File: config.mk
export PLATFORM = sky130hd
export DESIGN_NAME = mux8_arb
export DESIGN_NICKNAME = d
export VERILOG_FILES = /design/src/rtl/mux8_arb.sv
export SDC_FILE = /design/constraint.sdc
export NUM_CORES = 1
export LEC_CHECK = 0
export CORE_MARGIN = 4
export CORE_UTILIZATION = 39
export DETAILED_ROUTE_END_ITERATION = 6
export MAX_ROUTING_LAYER = met4
export PLACE_DENSITY = 0.94
export SLEW_MARGIN = 25
export SYNTH_ARGS = -nofsm -noshare
export SYNTH_HDL_FRONTEND = slang
export SYNTH_SLANG_ARGS = --single-unit
File: constraint.sdc
create_clock -name clk -period 2.7 [get_ports clk]
set_input_delay 0.54 -clock clk [delete_from_list [all_inputs] [get_ports clk]]
set_output_delay 0.54 -clock clk [all_outputs]
set_load 0.03 [all_outputs]
File: src/rtl/mux8_arb.sv
// mux8_arb: round-robin arbiter sharing one W-bit output channel between
// requesters A and B. The winner's data passes through the 2:1 mux and is
// captured into a one-entry output register with valid/ready on every side.
// Optional feature macro: MUX8_ARB_BURST_EN (lets the current owner keep the
// grant for up to HOLD_MAX consecutive beats while the other requester waits).
module mux8_arb #(
    parameter int W        = 8,
    parameter int HOLD_MAX = 4
) (
    input  logic         clk,
    input  logic         rst_n,
    input  logic [W-1:0] a_data,
    input  logic         a_valid,
    output logic         a_ready,
    input  logic [W-1:0] b_data,
    input  logic         b_valid,
    output logic         b_ready,
    output logic [W-1:0] y_data,
    output logic         y_valid,
    input  logic         y_ready,
    output logic         sel,
    output logic         last
);

    // The output register is either empty or holds exactly one beat.
    typedef enum logic {
        EMPTY = 1'b0,
        FULL  = 1'b1
    } state_e;

    // Out-of-range hold limits are rejected at elaboration time.
    if (HOLD_MAX < 1 || HOLD_MAX > 15) begin : g_bad_hold_max
        $error("mux8_arb: HOLD_MAX must be in 1..15");
    end

    state_e       state_q, state_d;
    logic [W-1:0] y_data_q, y_data_d;
    logic         last_q, last_d;
    logic         grant;
    logic         load;
    logic         xfer;
    logic [W-1:0] mux_y;

`ifdef MUX8_ARB_BURST_EN
    localparam logic [3:0] CNT_MAX = 4'(HOLD_MAX - 1);

    // served_q distinguishes "no beat since reset" from a real streak, so the
    // reset value of last_q still hands the first beat to A.
    logic [3:0] cnt_q, cnt_d;
    logic       served_q, served_d;
`endif

    // Grant selection: a lone requester always wins; contention alternates
    // (or, in burst mode, lets the current owner finish its burst).
    always_comb begin
        // NOTE: every always_comb output gets a default first so no path can
        // leave it unassigned and infer a latch.
        grant = last_q;
        unique case ({a_valid, b_valid})
            2'b10: grant = 1'b0;
            2'b01: grant = 1'b1;
`ifdef MUX8_ARB_BURST_EN
            2'b11: grant = (served_q && (cnt_q < CNT_MAX)) ? last_q : !last_q;
`else
            2'b11: grant = !last_q;
`endif
            default: grant = last_q;
        endcase
    end

    // Handshakes are forced low while reset is held.
    assign sel     = rst_n & grant;
    assign load    = rst_n & ((state_q == EMPTY) | y_ready);
    assign a_ready = load & a_valid & ~sel;
    assign b_ready = load & b_valid & sel;
    assign xfer    = a_ready | b_ready;

    // The shared 2:1 data mux steered by sel.
    assign mux_y = sel ? b_data : a_data;

    // Next-state: load on a transfer, otherwise drain or hold the beat.
    always_comb begin
        state_d  = state_q;
        y_data_d = y_data_q;
        last_d   = last_q;
        if (xfer) begin
            state_d  = FULL;
            y_data_d = mux_y;
            last_d   = sel;
        end else if (y_ready) begin
            state_d = EMPTY;
        end
    end

`ifdef MUX8_ARB_BURST_EN
    // Beat counter: counts consecutive beats to the same requester,
    // saturating at HOLD_MAX-1, and restarts on every switch.
    always_comb begin
        cnt_d    = cnt_q;
        served_d = served_q;
        if (xfer) begin
            served_d = 1'b1;
            if (served_q && (sel == last_q)) begin
                cnt_d = (cnt_q < CNT_MAX) ? cnt_q + 4'd1 : cnt_q;
            end else begin
                cnt_d = 4'd0;
            end
        end
    end

    // Burst counter state.
    always_ff @(posedge clk or negedge rst_n) begin
        if (!rst_n) begin
            cnt_q    <= 4'd0;
            served_q <= 1'b0;
        end else begin
            cnt_q    <= cnt_d;
            served_q <= served_d;
        end
    end
`endif

    // Output register FSM; reset drops any held beat so nothing is replayed.
    always_ff @(posedge clk or negedge rst_n) begin
        // NOTE: state is updated with non-blocking assignments so every flop
        // samples pre-edge values regardless of statement order.
        if (!rst_n) begin
            // NOTE: the data register is reset too, so y_data reads 0 out of
            // reset rather than a stale beat.
            state_q  <= EMPTY;
            y_data_q <= '0;
            last_q   <= 1'b1;
        end else begin
            state_q  <= state_d;
            y_data_q <= y_data_d;
            last_q   <= last_d;
        end
    end

    assign y_valid = (state_q == FULL);
    assign y_data  = y_data_q;
    assign last    = last_q;

endmodule
==> results of run 1 <==
sequential cells by signal, indices dropped and copies added (netlist names):
register,flops
last,1
y_valid,1
y_data,8
worst max-delay path, cell delays in order:
cell             delay, ns
clkdlybuf4s50_1       0.50
a21bo_4               0.31
nor2_1                0.16
nor2_1                0.07
buf_4                 0.16
placed cells by master (no fill, tap or decap):
cell type / instances
clkdlybuf4s50_1: 30
a31oi_1: 17
dfrtp_1: 9
o21ai_1: 8
or3b_1: 8
buf_4: 6
nor2_1: 3
nand3_1: 3
clkbuf_4: 3
a21bo_4: 1
nand2b_1: 1
a21oi_1: 1
or2_1: 1
nand2_1: 1
and3_1: 1
a41oi_1: 1
clkbuf_1: 1
dfstp_2: 1
power by group:
group | internal [mW] | switching (mW) | total (mW)
combinational | 0.125 | 0.152 | 0.277
clock | 0.0570 | 0.0488 | 0.106
sequential | 0.185 | 0.0236 | 0.209
total | 0.367 | 0.224 | 0.591
logic make-up after synthesis:
logic type | synth area share (%)
buf+inv | 5.62
flops | 43.4
simple gates | 20.5
compound gates | 30.5
final timing paths:
| check | cells past startpoint | slack (ns) | end |
|---|---|---|---|
| hold / removal | 2 | 0.56 | y_data[4] |
| max in group asynchronous | 2 | 1.78 | last |
| setup reg to reg | 4 | 1.19 | y_data[1] |
| hold reg to reg | 2 | 0.56 | y_data[4] |
| setup / recovery | 5 | 0.41 | a_ready |
| min in group asynchronous | 2 | 0.66 | y_data[5] |
layer usage:
layer / wire [um] / GRT usage (%) / part of all wire, % / vias to the layer above
li1: - / - / - / 310
met1: 644 / 17.7 / 38 / 297
met2: 835 / 33.0 / 50 / 40
met3: 193 / 3.91 / 11 / 2
met4: 9 / 6.82 / 0.53 / 0
met5: 0 / - / 0 / -
per-stage QoR:
stage	power [mW]	setup slack (ns)	cell area, um^2	util, %
after CTS	0.592	0.409	937	69.4
after global routing	0.626	0.318	937	69.4
after floorplan	0.363	0.415	579	-
after detailed placement	0.488	0.416	911	67.5
after global placement	0.479	0.452	911	67.5
final	0.591	0.408	937	69.4
layout make-up:
cell class,instances,area (um^2)
tap,15,18.8
multi-input combinational,46,295
sequential,10,251
clock buffer,4,26.3
fill,119,413
timing repair buffer,36,345
==> results_dict.tcl, run 1 <==
set metrics [dict create \
    fin_crit_ns 2.29 \
    hp-class "flop to flop" \
    setup_viol 0 \
    portBuffers 33 \
    dp_hpwl_mm 1.24 \
    clkTransAtPathRegs_ns 0.07 \
    ioPinCount 34 \
    die_h_um 46.5 \
    path_class "input pin to output pin" \
    ys_seq_elements 10 \
    required_ns 2.16 \
    yosys.area.top_type "dfrtp_1" \
    cp_max_fo 17 \
    arrival_ns 1.75 \
    ir_worst_vdd_mv 0.286 \
    synth_commonest_cells "a31oi_1 (17), dfrtp_1 (9), o21ai_1 (8), or3b_1 (8)" \
    num-nets-final 118 \
    synth_cell_types 17 \
    grt_overflow 0 \
    fmax_ghz 0.436 \
    drtPass1Iterations 4 \
    cts_hold_buf 0 \
    hold_viol_final 0 \
    post-place-cells 107 \
    numCtsBuffers 3 \
    antenna_left 0 \
    postSynthAreaPerCell_um2 9.34 \
    min_from "y_data[4]" \
    clk_latency_ns 0.26 \
    start_util_pct 42.9 \
    worstMarginPinSlew_ns 0.359 \
    synth_area_leaders "dfrtp_1 (39%), a31oi_1 (18%), or3b_1 (12%)" \
    drc_errors 0 \
    drive_above_1_share_pct 11.5 \
    core_um2 1350 \
    synth_ff_type "dfrtp_1" \
    n_antenna_cell 0 \
    cts_tree "built" \
    status "finished clean" \
    syn-num-nets 83 \
    synth_top_area_share_pct 38.9 \
    vias_per_cell 5.85 \
    antenna_found_initial 0 \
    routedWlPerCell_um 15.2 \
    p_leak_nw 0.366 \
    vias 649 \
    fin_hold_ws_ns 0.555 \
    fp.dieW_um 46.5 \
    htreeDepth 1 \
    cts_resized 0 \
    start_kind "input pin" \
    ctsLongestPathBuffers 2 \
    cts.sinks 10 \
    dieArea_um2 2170 \
    grt_pass1_wl_mm 2.63 \
    critPathLaunch "a_valid" \
    timing.setup.tns_ns 0 \
    maxSlewHeadroom_pct 76.1 \
    yosysSeqAreaShare_pct 43.4 \
    fin_cells 111 \
    fin_skew_ns 0.00505 \
    rsz0062_at_grt "false" \
    synthArstFlopShare_pct 100 \
    rows 13 \
    area_growth_pct 61.8 \
    drtIter0Drc 5 \
    syn-cell-area_um2 579 \
    synth-edff-count 0 \
    synth_cells 62 \
    grt_usage_pct 17.8 \
    routed_wl_mm 1.68 \
    grt_start_max_net_pins 25 \
    powerDensity_nw_per_um2 631 \
    globalplace.congestion 0.831 \
    yosysMostFrequentCell "a31oi_1" \
    period_share_pct 84.9 \
    cp-end-kind "output pin" \
    grt_pass1_vias 608 \
    maxCapViolations 0 \
    ys.warnings.count 0 \
    drv_slew 0 \
    cts-root-buf "clkbuf_4" \
    cts_setup_buffers 0 \
    worstReg2RegStart "y_valid" \
]
Note: power is estimated with default switching activity, not from simulation.
==> inputs of run 2 (changes only) <==
--- a/config.mk
+++ b/config.mk
@@ -6,10 +6,10 @@
 export NUM_CORES = 1
 export LEC_CHECK = 0
 export CORE_MARGIN = 4
-export CORE_UTILIZATION = 39
+export CORE_UTILIZATION = 32
 export DETAILED_ROUTE_END_ITERATION = 6
 export MAX_ROUTING_LAYER = met4
-export PLACE_DENSITY = 0.94
+export PLACE_DENSITY = 0.84
 export SLEW_MARGIN = 25
 export SYNTH_ARGS = -nofsm -noshare
 export SYNTH_HDL_FRONTEND = slang
==> constraint.sdc (replaced) <==
create_clock -name clk -period 2 [get_ports clk]
set_input_delay 0.4 -clock clk [delete_from_list [all_inputs] [get_ports clk]]
set_output_delay 0.4 -clock clk [all_outputs]
set_load 0.03 [all_outputs]
==> run 2 against run 1 <==
  * Sequential share of layout area is 1.4 points lower
  * Clock skew is 0.0027 ns lower
  * Power is 41% higher
  * Clock power is 70% higher
  * Wire length is 1.5% lower
  * Global-route usage is 3.4 points lower
  * Register-to-register slack worse by 0.69 ns
  * Die area is 18% higher
  * Critical path depth stayed put
  * Critical endpoint unchanged
==> results_dict.tcl, run 2 (same netlist as run 1, synthesis figures left out) <==
set metrics [dict create \
    p_leak_nw 0.393 \
    start_kind "input pin" \
    antenna_found_initial 0 \
    antenna_left 0 \
    clkTransAtPathRegs_ns 0.06 \
    fin_skew_ns 0.00239 \
    area_growth_pct 70.4 \
    routedWlPerCell_um 13.4 \
    ctsLongestPathBuffers 2 \
    setup_viol 0 \
    fin_crit_ns 1.91 \
    required_ns 1.60 \
    period_share_pct 95.6 \
    num-nets-final 121 \
    finalPower_uw 834 \
    vias 646 \
    hold_viol_final 0 \
    cts.sinks 10 \
    drtPass1Iterations 4 \
    fp.dieW_um 50.5 \
    hp-class "input pin to asynchronous set/reset pin" \
    dieArea_um2 2550 \
    cts_hold_buf 0 \
    met1_usage_pct 16.7 \
    cts_tree "built" \
    grt_pass1_vias 570 \
    multi_input_comb_area_um2 298 \
    grt_use_met2_pct 23.0 \
    grt_pass1_wl_mm 2.68 \
    routed_wl_mm 1.66 \
    n_antenna_cell 0 \
    ioPinCount 34 \
    register_area_um2 251 \
    arrival_ns 1.51 \
    fillers 167 \
    largest_reg_flops 8 \
    use_met3_pct 5.93 \
    status "finished clean" \
    crit_chain "clkdlybuf4s50_1, a21bo_4, nor2_2, nor2_1, buf_4" \
    portBuffers 33 \
    core_um2 1730 \
    numCtsBuffers 3 \
    rsz0062_at_grt "false" \
    cp_top_family "buffers and inverters" \
    timing.setup.tns_ns 0 \
    fmax_ghz 0.523 \
    htreeDepth 1 \
    grt_overflow 0 \
    globalplace.congestion 0.795 \
    maxCapViolations 0 \
    vias_per_cell 5.21 \
    die_h_um 50.5 \
    grt_usage_pct 14.4 \
    cts-root-buf "clkbuf_4" \
    drc_errors 0 \
    grt.busiest_layer "met2" \
    cp-end-kind "output pin" \
    final_cell_mix "clkdlybuf4s50_1 (29), a31oi_1 (17), buf_4 (9), dfrtp_1 (9)" \
    layout_commonest_cell "clkdlybuf4s50_1" \
    dp_hpwl_mm 1.32 \
    path_class "input pin to output pin" \
    slowest_stage "clkdlybuf4s50_1" \
    grt_start_max_net_pins 18 \
    clk_latency_ns 0.26 \
    start_util_pct 33.6 \
    worstMarginPinSlew_ns 0.326 \
    drive_above_1_share_pct 16.2 \
    rows 15 \
    cp_max_fo 17 \
    path_buf_inv 2 \
    drtIter0Drc 9 \
    drv_slew 0 \
    slowest_delay_ns 0.48 \
    powerDensity_nw_per_um2 845 \
    maxSlewHeadroom_pct 78.2 \
    ir_worst_vdd_mv 0.323 \
]
-- run 2: path summary, 6_finish.rpt --
path / start / cells after the start / endpoint / slack, ns
max in group asynchronous: rst_n / 3 / y_data[6] / 1.19
worst max-delay path: rst_n / 5 / a_ready / 0.09
worst min-delay path: rst_n / 2 / y_data[4] / 0.47
worst max register to register: last / 4 / y_data[3] / 0.50
min in group clk: y_data[0] / 2 / y_data[0] / 0.55
worst min register to register: y_data[0] / 2 / y_data[0] / 0.55
-- run 2: cell type report --
class	count	area share, %
flip-flops and latches	10	25.5
well taps	25	3.17
clock buffers	4	3.68
repair buffers	39	37.5
multi-input cells	46	30.2
-- run 2: power breakdown --
part	switching (mW)	internal, mW
sequential	0.0292	0.250
combinational	0.203	0.172
clock	0.0698	0.110
total	0.302	0.532
-- run 2: what timing repair did --
action                                  in CTS  in global routing
endpoints found under the setup margin       0                  1
resized for setup                            0                  1
buffers inserted                             0                  0
-- run 2: stage by stage --
step | hold WS, ns | setup WS [ns] | util, % | std cells | instance area, um^2
CTS | 0.458 | 0.0483 | 57.0 | 124 | 985
finish | 0.465 | 0.0884 | 57.2 | 124 | 987
global route | 0.460 | 0.0200 | 57.2 | 124 | 987
floorplan | 0.104 | 0.0190 | - | 62 | 582
global placement | 0.528 | 0.112 | 54.9 | 120 | 948
detailed placement | 0.540 | 0.0896 | 54.9 | 120 | 948
-- run 2: layer usage --
metal | part of all wire (%) | wire (um)
met1 | 39 | 651
met3 | 11 | 177
met4 | 0 | 0
met5 | 0 | 0
met2 | 50 | 828
